### src/rtl/cameralink_pkg.sv
// Shared encodings and defaults for the Camera Link line reader.
package cameralink_pkg;

  typedef enum logic [1:0] {
    ST_IDLE = 2'd0,
    ST_WAIT = 2'd1,
    ST_READ = 2'd2,
    ST_DONE = 2'd3
  } cl_state_e;

  localparam int DEF_N_CH       = 2;
  localparam int DEF_CH_W       = 24;
  localparam int DEF_PIX_PER_CH = 2;
  localparam int DEF_LW_W       = 16;
  localparam int DEF_STALL_MAX  = 1023;

  // Pixels carried by one lock-step beat across all channels.
  function automatic int calc_ppb(input int n_ch, input int pix_per_ch);
    return n_ch * pix_per_ch;
  endfunction

endpackage

### src/rtl/cl_skid_buf.sv
// Two-entry valid/ready buffer; head entry drives the outputs directly from flops.
module cl_skid_buf #(
  parameter int W = 8
) (
  input  logic         clk,
  input  logic         rst,
  input  logic         flush,
  input  logic         in_valid,
  input  logic [W-1:0] in_data,
  output logic         out_valid,
  output logic [W-1:0] out_data,
  input  logic         out_ready,
  output logic [1:0]   occ
);

  logic [W-1:0] head_q, head_d, tail_q, tail_d;
  logic         hv_q, hv_d, tv_q, tv_d;
  logic         pop_s;

  // Next-state of the two entries; the upstream never pushes into a full buffer.
  always_comb begin
    head_d = head_q;
    tail_d = tail_q;
    hv_d   = hv_q;
    tv_d   = tv_q;
    pop_s  = hv_q & out_ready;
    if (flush) begin
      hv_d = 1'b0;
      tv_d = 1'b0;
    end else if (pop_s) begin
      if (tv_q) begin
        head_d = tail_q;
        tv_d   = in_valid;
        if (in_valid) begin
          tail_d = in_data;
        end else begin
          tail_d = tail_q;
        end
      end else begin
        hv_d = in_valid;
        if (in_valid) begin
          head_d = in_data;
        end else begin
          head_d = head_q;
        end
      end
    end else if (in_valid) begin
      if (hv_q) begin
        tail_d = in_data;
        tv_d   = 1'b1;
      end else begin
        head_d = in_data;
        hv_d   = 1'b1;
      end
    end else begin
      hv_d = hv_q;
    end
  end

  // Entry storage.
  always_ff @(posedge clk or posedge rst) begin
    if (rst) begin
      head_q <= {W{1'b0}};
      tail_q <= {W{1'b0}};
      hv_q   <= 1'b0;
      tv_q   <= 1'b0;
    end else begin
      head_q <= head_d;
      tail_q <= tail_d;
      hv_q   <= hv_d;
      tv_q   <= tv_d;
    end
  end

  assign out_valid = hv_q;
  assign out_data  = head_q;
  assign occ       = {1'b0, hv_q} + {1'b0, tv_q};

endmodule

### src/rtl/cameralink_line_reader.sv
// Lock-step reader for N channel FIFOs: one beat per line slot, SOL/EOL tagging,
// per-frame line counting and stall detection on mis-aligned channels.
module cameralink_line_reader
  import cameralink_pkg::*;
#(
  parameter int N_CH       = DEF_N_CH,
  parameter int CH_W       = DEF_CH_W,
  parameter int PIX_PER_CH = DEF_PIX_PER_CH,
  parameter int LW_W       = DEF_LW_W,
  parameter int STALL_MAX  = DEF_STALL_MAX
) (
  input  logic                 sys_clk,
  input  logic                 sys_rst,
  input  logic                 frame_valid,
  input  logic                 new_frame,
  input  logic [N_CH-1:0]      ch_line_rdy,
  input  logic [N_CH-1:0]      ch_empty,
  input  logic [N_CH*CH_W-1:0] ch_dout,
  output logic                 ch_rd_en,
  input  logic [LW_W-1:0]      lineWidth,
  output logic [N_CH*CH_W-1:0] pix_data,
  output logic                 pix_valid,
  input  logic                 pix_ready,
  output logic                 pix_sol,
  output logic                 pix_eol,
  output logic [LW_W-1:0]      line_cnt,
  output logic                 err_stall,
  input  logic                 err_clr
);

  localparam int             DW         = N_CH * CH_W;
  localparam int             SW         = $clog2(STALL_MAX + 1);
  localparam logic [LW_W:0]  PPB_X      = (LW_W + 1)'(calc_ppb(N_CH, PIX_PER_CH));
  localparam logic [SW-1:0]  STALL_LAST = SW'(STALL_MAX - 1);

  cl_state_e     state_q, state_d;
  logic [LW_W:0] lw_q, lw_d, rd_cnt_q, rd_cnt_d;
  logic [SW-1:0] stall_q, stall_d;
  logic [LW_W-1:0] line_cnt_q, line_cnt_d;
  logic          sol_pend_q, sol_pend_d, inflight_q, inflight_d;
  logic          sol_inf_q, sol_inf_d, eol_inf_q, eol_inf_d, err_q, err_d;
  logic          rd_en_s, flush_s, partial_s, room_s, last_s, eol_out_s;
  logic [1:0]    occ_s;
  logic [DW+1:0] skid_out_s;

  // Sequencing of one line; ch_rd_en must see this cycle's ch_empty, so it stays combinational.
  always_comb begin
    state_d    = state_q;
    lw_d       = lw_q;
    rd_cnt_d   = rd_cnt_q;
    stall_d    = stall_q;
    line_cnt_d = line_cnt_q;
    sol_pend_d = sol_pend_q;
    inflight_d = 1'b0;
    sol_inf_d  = sol_inf_q;
    eol_inf_d  = eol_inf_q;
    err_d      = err_clr ? 1'b0 : err_q;
    rd_en_s    = 1'b0;
    flush_s    = 1'b0;
    partial_s  = (|ch_empty) & ~(&ch_empty);
    room_s     = ({1'b0, occ_s} + {2'b00, inflight_q}) < 3'd2;
    last_s     = (rd_cnt_q + PPB_X) >= lw_q;
    eol_out_s  = pix_valid & pix_ready & pix_eol;
    if (new_frame) begin
      flush_s    = 1'b1;
      line_cnt_d = {LW_W{1'b0}};
      stall_d    = {SW{1'b0}};
      state_d    = frame_valid ? ST_WAIT : ST_IDLE;
    end else begin
      case (state_q)
        ST_IDLE: begin
          if (frame_valid) state_d = ST_WAIT;
          else             state_d = ST_IDLE;
        end
        ST_WAIT: begin
          if (!frame_valid) begin
            state_d = ST_IDLE;
          end else if (&ch_line_rdy) begin
            state_d    = ST_READ;
            lw_d       = (lineWidth == {LW_W{1'b0}}) ? PPB_X : {1'b0, lineWidth};
            rd_cnt_d   = {(LW_W + 1){1'b0}};
            sol_pend_d = 1'b1;
            stall_d    = {SW{1'b0}};
          end else begin
            state_d = ST_WAIT;
          end
        end
        ST_READ: begin
          rd_en_s = ~(|ch_empty) & room_s;
          if (rd_en_s) begin
            inflight_d = 1'b1;
            sol_inf_d  = sol_pend_q;
            eol_inf_d  = last_s;
            sol_pend_d = 1'b0;
            rd_cnt_d   = rd_cnt_q + PPB_X;
            stall_d    = {SW{1'b0}};
            state_d    = last_s ? ST_DONE : ST_READ;
          end else if (partial_s) begin
            if (stall_q == STALL_LAST) begin
              err_d   = 1'b1;
              stall_d = {SW{1'b0}};
              state_d = ST_WAIT;
            end else begin
              stall_d = stall_q + SW'(1);
            end
          end else begin
            stall_d = stall_q;
          end
        end
        ST_DONE: begin
          if (eol_out_s) begin
            line_cnt_d = (&line_cnt_q) ? line_cnt_q : line_cnt_q + LW_W'(1);
            state_d    = frame_valid ? ST_WAIT : ST_IDLE;
          end else begin
            state_d = ST_DONE;
          end
        end
        default: state_d = ST_IDLE;
      endcase
    end
  end

  // Control and status registers.
  always_ff @(posedge sys_clk or posedge sys_rst) begin
    if (sys_rst) begin
      state_q    <= ST_IDLE;
      lw_q       <= {(LW_W + 1){1'b0}};
      rd_cnt_q   <= {(LW_W + 1){1'b0}};
      stall_q    <= {SW{1'b0}};
      line_cnt_q <= {LW_W{1'b0}};
      sol_pend_q <= 1'b0;
      inflight_q <= 1'b0;
      sol_inf_q  <= 1'b0;
      eol_inf_q  <= 1'b0;
      err_q      <= 1'b0;
    end else begin
      state_q    <= state_d;
      lw_q       <= lw_d;
      rd_cnt_q   <= rd_cnt_d;
      stall_q    <= stall_d;
      line_cnt_q <= line_cnt_d;
      sol_pend_q <= sol_pend_d;
      inflight_q <= inflight_d;
      sol_inf_q  <= sol_inf_d;
      eol_inf_q  <= eol_inf_d;
      err_q      <= err_d;
    end
  end

  cl_skid_buf #(.W(DW + 2)) u_skid (
    .clk      (sys_clk),
    .rst      (sys_rst),
    .flush    (flush_s),
    .in_valid (inflight_q & ~flush_s),
    .in_data  ({ch_dout, sol_inf_q, eol_inf_q}),
    .out_valid(pix_valid),
    .out_data (skid_out_s),
    .out_ready(pix_ready),
    .occ      (occ_s)
  );

  assign ch_rd_en  = rd_en_s;
  assign pix_data  = skid_out_s[DW+1:2];
  assign pix_sol   = skid_out_s[1];
  assign pix_eol   = skid_out_s[0];
  assign line_cnt  = line_cnt_q;
  assign err_stall = err_q;

endmodule
### config.mk
export PLATFORM = sky130hd
export DESIGN_NAME = cameralink_line_reader
export DESIGN_NICKNAME = d
export VERILOG_FILES = /design/src/rtl/cameralink_pkg.sv /design/src/rtl/cl_skid_buf.sv /design/src/rtl/cameralink_line_reader.sv
export SDC_FILE = /design/constraint.sdc
export NUM_CORES = 1
export LEC_CHECK = 0
export BUFFER_PORTS_ARGS = -buffer_cell sky130_fd_sc_hd__buf_2
export CAP_MARGIN = 5
export CELL_PAD_IN_SITES_DETAIL_PLACEMENT = 0
export CELL_PAD_IN_SITES_GLOBAL_PLACEMENT = 2
export CORE_MARGIN = 1.5
export CORE_UTILIZATION = 32
export CTS_CLUSTER_SIZE = 28
export DETAILED_ROUTE_END_ITERATION = 10
export PLACE_DENSITY = 0.73
export SYNTH_ARGS = -nofsm -noshare
export SYNTH_HDL_FRONTEND = slang
export SYNTH_SLANG_ARGS = --single-unit
### constraint.sdc
create_clock -name sys_clk -period 5.94 [get_ports sys_clk]
set_input_delay 1.188 -clock sys_clk [delete_from_list [all_inputs] [get_ports sys_clk]]
set_output_delay 1.188 -clock sys_clk [all_outputs]
set_load 0.01 [all_outputs]
Word-level counts from Yosys, hierarchy flattened
Cells that the tools add are included.
{"block": "classes", "n_addsub": 5, "order_cmp": 2, "n_eq_ne": 16, "mux": 60, "n_bitwise": 9, "reduce_logical": 25}
{"op": "two-way mux 50 bit", "count": 9}
{"op": "two-way mux 16 bit", "count": 5}
{"op": "two-way mux 10 bit", "count": 6}
{"op": "two-way mux 17 bit", "count": 3}
{"op": "case mux 17 bit (2 select lines)", "count": 1}
{"op": "two-way mux 1 bit", "count": 26}
{"op": "case mux 10 bit (2 select lines)", "count": 1}
{"op": "adder 17 x 3 -> 17 bit (second input constant)", "count": 1}
{"op": "greater-or-equal comparator 17 bit", "count": 1}
{"op": "adder 16 x 1 -> 16 bit (second input constant)", "count": 1}
{"op": "zero test 16 bit", "count": 1}
{"op": "AND reduction 16 bit", "count": 1}
{"op": "AND reduction 5 bit", "count": 3}
{"op": "two-way mux 2 bit", "count": 7}
{"op": "nonzero test 2 bit", "count": 6}
{"op": "adder 10 x 1 -> 10 bit (second input constant)", "count": 1}
{"op": "== test 10 bit (second input constant)", "count": 1}
{"op": "inequality test 2 bit (second input constant)", "count": 5}
{"op": "AND reduction 2 bit", "count": 5}
{"op": "inequality test 3 bit (second input constant)", "count": 3}
{"op": "nonzero test 3 bit", "count": 3}
{"op": "inequality test 4 bit (second input constant)", "count": 2}
{"op": "case mux 2 bit (4 select lines)", "count": 1}
{"op": "AND reduction 4 bit", "count": 2}
{"op": "other kinds (12)", "count": 22}
{"block": "totals", "regBits": 169, "in_bits": 74, "out_inout_bits": 69}

Depth between registers and ports, before layout
Gate-level depths: netlist of the first run.
{"block": "logic_depth", "word_depth": 7, "mapped_depth": 11}

Modules after synthesis
A second synthesis of the first run with hierarchy kept.
{"block": "unflattened", "cells_unflattened": 683, "hier_area_um2": 8169.1}
{"mod": "cl_skid_buf", "instances": 1, "cells_each": 281, "area_each_um2": 4461.8, "seq_area_each_um2": 2552.4}
{"mod": "cameralink_line_reader", "instances": 1, "cells_each": 402, "area_each_um2": 3707.3, "seq_area_each_um2": 1601.5}

Worst setup path after synthesis of the first run
OpenSTA, ideal clock, no wires.
{"block": "synth_timing", "path_kind": "in2out", "start": "input ch_empty[0]", "end": "output ch_rd_en", "arrival_time_ns": 2.320, "t_required_ns": 4.752, "setup_slack_ns": 2.432, "stages": 6, "path_buffers": 1, "cell_sequence": "inv_1 > ha_1 > nor2b_1 > nand4_2 > inv_1 > buf_2"}
{"block": "synth_via", "elab_chain_len": 5}
{"item": "start: declaration", "line_no": "cameralink_line_reader.sv:17", "text": "input logic [N_CH-1:0] ch_empty,"}
{"item": "OR reduction 2 bit", "line_no": "cameralink_line_reader.sv:89", "text": "rd_en_s = ~(|ch_empty) & room_s;"}
{"item": "inverter 1 bit", "line_no": "cameralink_line_reader.sv:89"}
{"item": "bitwise AND 1 bit", "line_no": "cameralink_line_reader.sv:89"}
{"item": "two-way mux 1 bit", "line_no": "cameralink_line_reader.sv:70", "text": "case (state_q)"}
{"item": "two-way mux 1 bit", "line_no": "cameralink_line_reader.sv:64", "text": "if (new_frame) begin"}
{"item": "end: declaration", "line_no": "cameralink_line_reader.sv:19", "text": "output logic ch_rd_en,"}
Every way passes these cells.

Worst setup path in the final report of the first run
Same ends and word-level chain as after synthesis.

==> out/results.tsv, run 1 <==
metric	value	unit
status	finished, final reports clean	
Detail Placement HPWL	12200	µm
dpl ws	2230	ps
IR drop worst, VDD	0.136	mV
DR DRC count	0	
Cells after Synth	736	
wire per inst	15.2	µm
clock root cell	clkbuf_16	
xor/xnor share of the synthesized area	0.0320	
top post-synthesis cells by area	dfrtp_1 (52%), mux2_2 (6.9%), mux2i_1 (6.8%)	
worst setup margin	2250	ps
Synth Area in Compound Gates	0.116	
Max FO, Critical Path	19	
post-synthesis mux area share	0.142	
Min-Delay Path Depth	2	
most used flip-flop cell after synthesis	dfrtp_1	
Worst Setup SP	ch_empty[0]	
routed wire length	18300	µm
Reg2Reg Setup Slack	2810	ps
Comb pwr share	0.100	
grt peak-use layer	met2	
Initial Utilization	0.327	
crit path capture type	output pin	
FFs w/ async S/R, synth	1.00	
Yosys cell types	55	
CTS resizes	0	
vias	5756	
FF-to-FF Start	rd_cnt_q[2]	
commonest cells after routing, fill and taps aside	dfrtp_1 (166), buf_2 (142), nor2_1 (84), a21oi_1 (64), mux2i_1 (54)	
NetSw	0.716	mW
DRT iter0 DRCs	283	
largest net degree at the start of global routing	101	
grt ovf	0	
r2r worst-path depth	11	
clock skew	14.2	ps
met1 Usage GRT	0.199	
internal power	1.87	mW
Synth Area in Adders	0.0315	
first-pass GRT wire length	30200	µm
EDFF count, synth	0	
CTS tree	yes	
# fillers	2485	
leakage power	4.86	nW
Mean Syn Cell Area	10.8	µm²
initial antenna violation count	0	
Die Width	161	µm
leading cell type in the layout, fill and taps excluded	dfrtp_1	
main combinational cell family by area after synthesis	multiplexers	
hold slack	485	ps
Hold WC Path Type	reg -> reg	
GRT Total Usage	0.147	
max_cap viols	0	
FF+latch count, synth	166	
area delta synth->final	20.5	%
Layout Nets	962	
post-synthesis cell area	7940	µm²
area leader, netlist	dfrtp_1	
Setup TNS Final	0	ps
sequential area share after synthesis	0.523	
Core Region	24300	µm²
Slew Limit Fails	0	
clk sink count	166	
Yosys top cell area share	0.523	
clock power share	0.423	
Clk pin slew, worst setup/hold paths	70	ps
layout cells sized above 1	0.284	
Setup CP Type	in -> out	
met3 Track Usage GR	0.0269	
row count	57	
Worst-Skew Late Latency	430	ps
CP required	4750	ps
Pwr Density	270	nW/µm²
io pins	143	
Die Y	161	µm
die area	25800	µm²
final hold vios	0	
RSZ-0062 raised after global routing	false	
Seq pwr share	0.477	
simple-gate share of the synthesized area	0.122	
Worst Path Arrival	2500	ps
vias in the first global route	5696	
DR vias/cell	4.78	
Worst-Margin Slew	1070	ps
slew margin rel.	0.285	
met2 Use GR	0.240	
post-route ant nets	0	
Yosys warnings	0	
post-route minimum period	3690	ps
reg2reg end	state_q[0]	
H-tree lvl count	4	
CP Launch Type	input port	
Placer Congestion	0.733	
ANT cells	0	
clk buf depth	2	
Port Buf Inserts	142	
hold wc startpoint	sol_pend_q	
Final Power	2.59	mW
fmax	271	MHz
WHS Endpoint	sol_inf_q	
CTS Hold Bufs	0	
Num CTS Buffers	17	
post-synth net total	830	
setup violators final	0	
switching share of total power	0.277	
DRT Pass-1 Iters	6	
post-CTS setup buffer count	0	
crit share post-route	0.620	
-- Yosys cell counts (6+ instances only) --
master,n
a211oi_1,8
a21oi_1,64
xnor2_1,17
buf_2,10
o21ai_0,44
clkbuf_1,19
xor2_1,12
dfrtp_1,166
inv_1,32
nand3_1,21
nand4_1,10
nor2_1,85
mux2_2,49
mux2i_1,54
nor4_1,7
buf_1,6
nand2_1,39
ha_1,20
-- power by group through the flow --
stage / Sequential [mW] / Combinational (mW) / Clock (mW)
floorplan: 1.27 / 0.134 / 0
global placement: 1.26 / 0.265 / 0
detailed placement: 1.26 / 0.265 / 0
CTS: 1.23 / 0.267 / 1.13
global route: 1.24 / 0.299 / 1.18
finish: 1.23 / 0.259 / 1.09
-- layout make-up --
class | instances | area [µm²] | area share
well taps | 324 | 405 | 0.0424
inverters | 32 | 125 | 0.0131
repair buffers | 148 | 756 | 0.0790
clock buffers | 17 | 425 | 0.0444
flip-flops and latches | 166 | 4150 | 0.434
multi-input cells | 503 | 3550 | 0.371
clock inverters | 15 | 153 | 0.0159
-- per-stage QoR --
step	instances	utilization	instance area (µm²)
5_1_grt	1205	0.394	9570
3_5_place_dp	1173	0.370	8990
2_1_floorplan	736	-	7940
6_report	1205	0.394	9570
3_3_place_gp	1173	0.370	8990
4_1_cts	1205	0.394	9570
-- registers in the layout, indices dropped and copies added (netlist names), 2 cells and up --
name	flops
line_cnt	16
lw_q	16
rd_cnt_q	15
stall_q	10
state_q	2
u_skid.out_data	50
u_skid.tail_q	50
-- worst max-delay path, cell delays in order --
cell and delay, ps:
buf_2 90, inv_1 50, ha_1 140, nor2b_1 420, nand4_2 150, buf_4 240
inv_1 90, buf_2 130
-- layer usage --
layer,part of all wire,vias up
li1,-,2867
met1,0.47,2782
met2,0.48,90
met3,0.035,17
met4,0.013,0
met5,0,-
-- worst max-delay path by stage --
stage                           end  slack (ps)  cells past startpoint
after floorplan           eol_inf_q         260                      1
after global placement     ch_rd_en        2230                      6
after detailed placement   ch_rd_en        2230                      6
after CTS                  ch_rd_en        2230                      6
after global routing       ch_rd_en        2110                      6
final                      ch_rd_en        2250                      8
-- kinds of logic after synthesis --
group	count (synthesis)
xor gates and xnor gates	29
DFF	166
muxes	106
and+or+nand+nor	197
AOI/OAI and AO/OA	151
adders and majority gates	20
buffers and inverters	67
Note: power is estimated with default switching activity, not from simulation.
==> run 2, diff against run 1 <==
- ABC_AREA: not set -> 1
- CORE_UTILIZATION: 32 -> 31
- PLACE_DENSITY: 0.73 -> 0.75
- clock period: 5.94 -> 3.21 ns (I/O delays scaled with it)
==> run 2 against run 1 <==
Against the previous run: synthesized area is 0.71% lower; combinational power grew to 3.6 times the previous value; synthesized cell count is 19% higher; critical endpoint unchanged; flip-flop and latch count stayed put; clock power is 85% higher.
==> out/results.tsv, run 2 <==
metric	value	unit	change
status	finished, final reports clean		
Detail Placement HPWL	13300	µm	+8.8%
Placer Congestion	0.723		-1.5%
Core Util, Final	0.382		-0.0113
slew margin rel.	0.523		+0.239
Cells after Synth	873		+19%
hold slack	321	ps	-164 ps
H-tree lvl count	4		unchanged
Worst Setup SP	u_skid.out_valid		
RSZ-0062 raised after global routing	false		
FFs w/ async S/R, synth	1.00		unchanged
Mean Syn Cell Area	9.03	µm²	-16%
EDFF count, synth	0		unchanged
initial antenna violation count	0		unchanged
Setup CP Type	reg -> out		
Worst-Margin Slew	714	ps	-358 ps
Core Region	25100	µm²	+3.2%
Hold WC Path Type	in -> async		
CTS resizes	0		unchanged
clock skew	13.6	ps	-0.596 ps
GRT Total Usage	0.152		+0.00468
Worst Path Arrival	2170	ps	-330 ps
Pwr Density	560	nW/µm²	+110%
post-synth net total	967		+17%
Layout Nets	1107		+15%
Reg2Reg Setup Slack	640	ps	-2170 ps
fmax	355	MHz	
grt ovf	0		unchanged
DP Area	9020	µm²	+0.29%
CP max stage delay	500	ps	+80 ps
Critical Path Slowest Stage Cell	dfrtp_1		
top post-synthesis cells by area	dfrtp_1 (53%), nand2_1 (10%), mux2_2 (6.9%)		
final hold vios	0		unchanged
internal power	3.72	mW	+99%
NetSw	1.66	mW	+130%
worst setup margin	395	ps	-1860 ps
Crit path depth	8		unchanged
routed wire length	19100	µm	+4.1%
Final Power	5.37	mW	+110%
setup violators final	0		unchanged
switching share of total power	0.308		+0.0316
DRT iter0 DRCs	270		-4.6%
clk buf depth	2		unchanged
Die Y	163	µm	+1.2%
area leader, netlist	dfrtp_1		
area delta synth->final	21.7	%	
max_cap viols	0		unchanged
Comb pwr share	0.171		+0.071
layout cells sized above 1	0.237		-0.0469
post-synthesis cell area	7890	µm²	-0.71%
die area	26400	µm²	+2.5%
Cells after DPL	1324		+13%
largest net degree at the start of global routing	101		unchanged
Num CTS Buffers	17		unchanged
crit share post-route	0.877		
leading cell type in the layout, fill and taps excluded	nand2_1		
FF-to-FF Start	rd_cnt_q[2]		
commonest cells after routing, fill and taps aside	nand2_1 (211), dfrtp_1 (166), buf_2 (142), nor2_1 (92), inv_1 (89)		
dpl ws	671	ps	-1550 ps
Yosys top cell area share	0.527		+0.00373
delay-heaviest family, CP	flip-flops		
post-route ant nets	0		unchanged
row count	58		+1.8%
Clk pin slew, worst setup/hold paths	80	ps	about the same
Max FO, Critical Path	7		-12
post-route minimum period	2810	ps	
clk sink count	166		unchanged
FF+latch count, synth	166		unchanged
CTS Hold Bufs	0		unchanged
IR drop worst, VDD	0.252	mV	+85%
DRT Pass-1 Iters	4		-2
Yosys warnings	0		unchanged
CP Launch Type	register		
worst path buffer plus inverter count	3		-2
first-pass GRT wire length	31700	µm	+4.9%
most instantiated cells after synthesis	nand2_1 (211), dfrtp_1 (166), nor2_1 (92)		
CP required	2570	ps	-2180 ps
Setup crit end	ch_rd_en		
most common cell in the netlist	nand2_1		
Die Width	163	µm	+1.2%
CTS tree	yes		
clock root cell	clkbuf_16		
Port Buf Inserts	142		unchanged
io pins	143		unchanged
DR DRC count	0		unchanged
post-CTS setup buffer count	0		unchanged
sequential area share after synthesis	0.527		+0.00373
reg2reg end	state_q[0]		
leakage power	4.81	nW	-0.94%
ANT cells	0		unchanged
Seq pwr share	0.452		-0.025
crit-path cells	ha_1 -> nand2_1 -> nand2_1 -> nor2_1 -> inv_1 -> nor2_1 -> buf_4 -> buf_2		
crit path capture type	output pin		
r2r worst-path depth	17		+6
DR vias/cell	4.61		-3.5%
Setup TNS Final	0	ps	unchanged
wire per inst	14.1	µm	-7.5%
vias	6249		+8.6%
most used flip-flop cell after synthesis	dfrtp_1		
Initial Utilization	0.314		-0.0125
Non-Filler Cell Area, Final	9600	µm²	+0.29%
Worst-Skew Late Latency	430	ps	about the same
Slew Limit Fails	0		unchanged
vias in the first global route	6053		+6.3%
fin cells	1356		+13%
Yosys cell types	37		-33%
clock power share	0.376		-0.047
## run 2: cell families after synthesis
| logic type | Yosys count | synth area share |
|---|---|---|
| AO/OA/AOI/OAI | 134 | 0.101 |
| adder cells (fa/ha/maj) | 20 | 0.0317 |
| flip-flops | 166 | 0.527 |
| multiplexers | 48 | 0.0685 |
| buffers and inverters | 126 | 0.0643 |
| XOR/XNOR | 21 | 0.0233 |
| AND/OR/NAND/NOR | 358 | 0.184 |
## run 2: worst min-delay path by stage
stage,start,to,slack (ps),cells after the start
2_1_floorplan,sol_pend_q,sol_pend_q,440,2
3_3_place_gp,u_skid.tail_q[1],u_skid.tail_q[1],470,2
3_5_place_dp,lw_q[2],lw_q[2],470,2
4_1_cts,sys_rst,u_skid.tail_q[29],330,2
5_1_grt,sys_rst,u_skid.out_data[15],360,2
6_report,sys_rst,u_skid.out_data[15],320,2
## run 2: power groups by stage
stage                     sequential (mW)  clock, mW  combinational (mW)
after detailed placement             2.47          0               0.945
after CTS                            2.43       2.10               0.951
after global routing                 2.46       2.17                1.09
after floorplan                      2.47          0               0.620
after global placement               2.47          0               0.945
final                                2.43       2.02               0.920
## run 2: per-layer routing
metal,GRT usage,vias to the layer above,share of wire
met3,0.0313,12,0.044
met4,0.0417,0,0.0070
met5,0,-,0
met2,0.256,130,0.49
met1,0.197,2941,0.46
li1,-,3166,-
## run 2: area by class of cell
cell class | count | area, µm²
inverter | 92 | 349
sequential | 166 | 4150
timing repair buffer | 155 | 858
tap | 330 | 413
clock inverter | 15 | 154
multi-input combinational | 581 | 3250
fill | 2669 | 15500
clock buffer | 17 | 425
==> run 3, diff against run 2 <==
- GPL_TIMING_DRIVEN: not set -> 0
==> run 3 against run 2 <==
Against the previous run: via count grew 1.2%; worst setup slack lost 24 ps; non-clock buffer count grew 26; clock skew shrank 1.5 ps; highest routed layer unchanged.
==> out/results.tsv, run 3 (synthesis results as in run 2) <==
metric	value	unit	change
status	finished, final reports clean		
routed wire length	20400	µm	+6.9%
layout cells sized above 1	0.240		+0.00365
CP required	2570	ps	about the same
fin cells	1382		+1.9%
CP Launch Type	register		
clk buf depth	2		unchanged
vias in the first global route	6290		+3.9%
Cells after DPL	1350		+2.0%
Worst-Margin Slew	553	ps	-161 ps
CTS Hold Bufs	0		unchanged
Setup TNS Final	0	ps	unchanged
Layout Nets	1133		+2.3%
die area	26400	µm²	unchanged
vias	6322		+1.2%
ANT cells	0		unchanged
commonest cells after routing, fill and taps aside	nand2_1 (211), dfrtp_1 (166), buf_2 (154), nor2_1 (92), inv_1 (89)		
crit-path cells	ha_1 -> nand2_1 -> nand2_1 -> nor2_1 -> inv_1 -> nor2_1 -> clkbuf_2 -> buf_2		
Core Region	25100	µm²	unchanged
area delta synth->final	23.3	%	
Final Power	5.42	mW	+0.97%
fmax	352	MHz	-0.86%
Port Buf Inserts	142		unchanged
setup violators final	0		unchanged
io pins	143		unchanged
Pwr Density	558	nW/µm²	-0.30%
RSZ-0062 raised after global routing	false		
worst setup margin	371	ps	-24.5 ps
Setup CP Type	reg -> out		
Placer Congestion	0.744		+2.9%
leakage power	4.89	nW	+1.7%
wire per inst	14.8	µm	+4.9%
Max FO, Critical Path	11		+4
CTS tree	yes		
sequential cell area	4150	µm²	unchanged
Num CTS Buffers	17		unchanged
hold slack	186	ps	-135 ps
Hold WC Path Type	in -> async		
DR DRC count	0		unchanged
Worst-Skew Late Latency	430	ps	about the same
Detail Placement HPWL	15200	µm	+14%
area of the multi-input gates	3230	µm²	-0.62%
post-route minimum period	2840	ps	+24.5 ps
Initial Utilization	0.314		unchanged
Die Width	163	µm	unchanged
DP Area	9120	µm²	+1.1%
IR drop worst, VDD	0.228	mV	-9.5%
first-pass GRT wire length	33400	µm	+5.4%
Clk pin slew, worst setup/hold paths	80	ps	about the same
slew margin rel.	0.631		+0.108
CTS resizes	0		unchanged
leading cell type in the layout, fill and taps excluded	nand2_1		
Critical Path Slowest Stage Cell	dfrtp_1		
DRT iter0 DRCs	275		+1.9%
crit path capture type	output pin		
row count	58		unchanged
final hold vios	0		unchanged
max_cap viols	0		unchanged
clk sink count	166		unchanged
Worst Path Arrival	2200	ps	+30 ps
# fillers	2624		-1.7%
DRT Pass-1 Iters	4		unchanged
post-CTS setup buffer count	0		unchanged
post-route ant nets	0		unchanged
GRT Total Usage	0.162		+0.00993
clock skew	12.1	ps	-1.51 ps
H-tree lvl count	4		unchanged
Non-Filler Cell Area, Final	9720	µm²	+1.3%
CP max stage delay	480	ps	-20 ps
DR vias/cell	4.57		-0.74%
dpl ws	349	ps	-323 ps
grt ovf	0		unchanged
initial antenna violation count	0		unchanged
clock root cell	clkbuf_16		
Core Util, Final	0.387		+0.00488
largest net degree at the start of global routing	38		-62%
Die Y	163	µm	unchanged
crit share post-route	0.884		+0.00763
Slew Limit Fails	0		unchanged
## run 3: cell type report
cell class                      count  area share
Sequential cell                   166       0.427
Multi-Input combinational cell    581       0.332
Timing Repair Buffer              147      0.0842
Clock buffer                       17      0.0438
Tap cell                          330      0.0425
Inverter                           92      0.0359
Clock inverter                     15      0.0179
Buffer                             34      0.0167
## run 3: worst paths after layout
kind / depth (start not counted) / start / end / slack (ps)
max: 8 / u_skid.out_valid / ch_rd_en / 370
min: 2 / sys_rst / u_skid.out_data[47] / 190
max reg2reg: 17 / rd_cnt_q[2] / state_q[0] / 490
min reg2reg: 2 / lw_q[0] / lw_q[0] / 490
max in group asynchronous: 4 / sys_rst / err_stall / 2220
min in group sys_clk: 2 / err_clr / err_stall / 410
## run 3: routing by layer
metal	up-vias	wire (µm)	part of all wire	track usage
met5	-	0	0	0
met4	0	256	0.013	0.0484
met3	19	765	0.037	0.0265
met2	121	9930	0.49	0.273
met1	2962	9460	0.46	0.213
li1	3220	-	-	-
## run 3: power by group
| part | switching, mW | internal, mW |
|---|---|---|
| combinational | 0.558 | 0.367 |
| sequential | 0.114 | 2.31 |
| clock | 1.02 | 1.06 |
## run 3: worst max-delay path, delay by kind of cell (launching register included)
family                   cells  cell delay (ps)
buffers and inverters        3              620
flip-flops                   1              480
adder cells (fa/ha/maj)      1              320
AND/OR/NAND/NOR              4              350
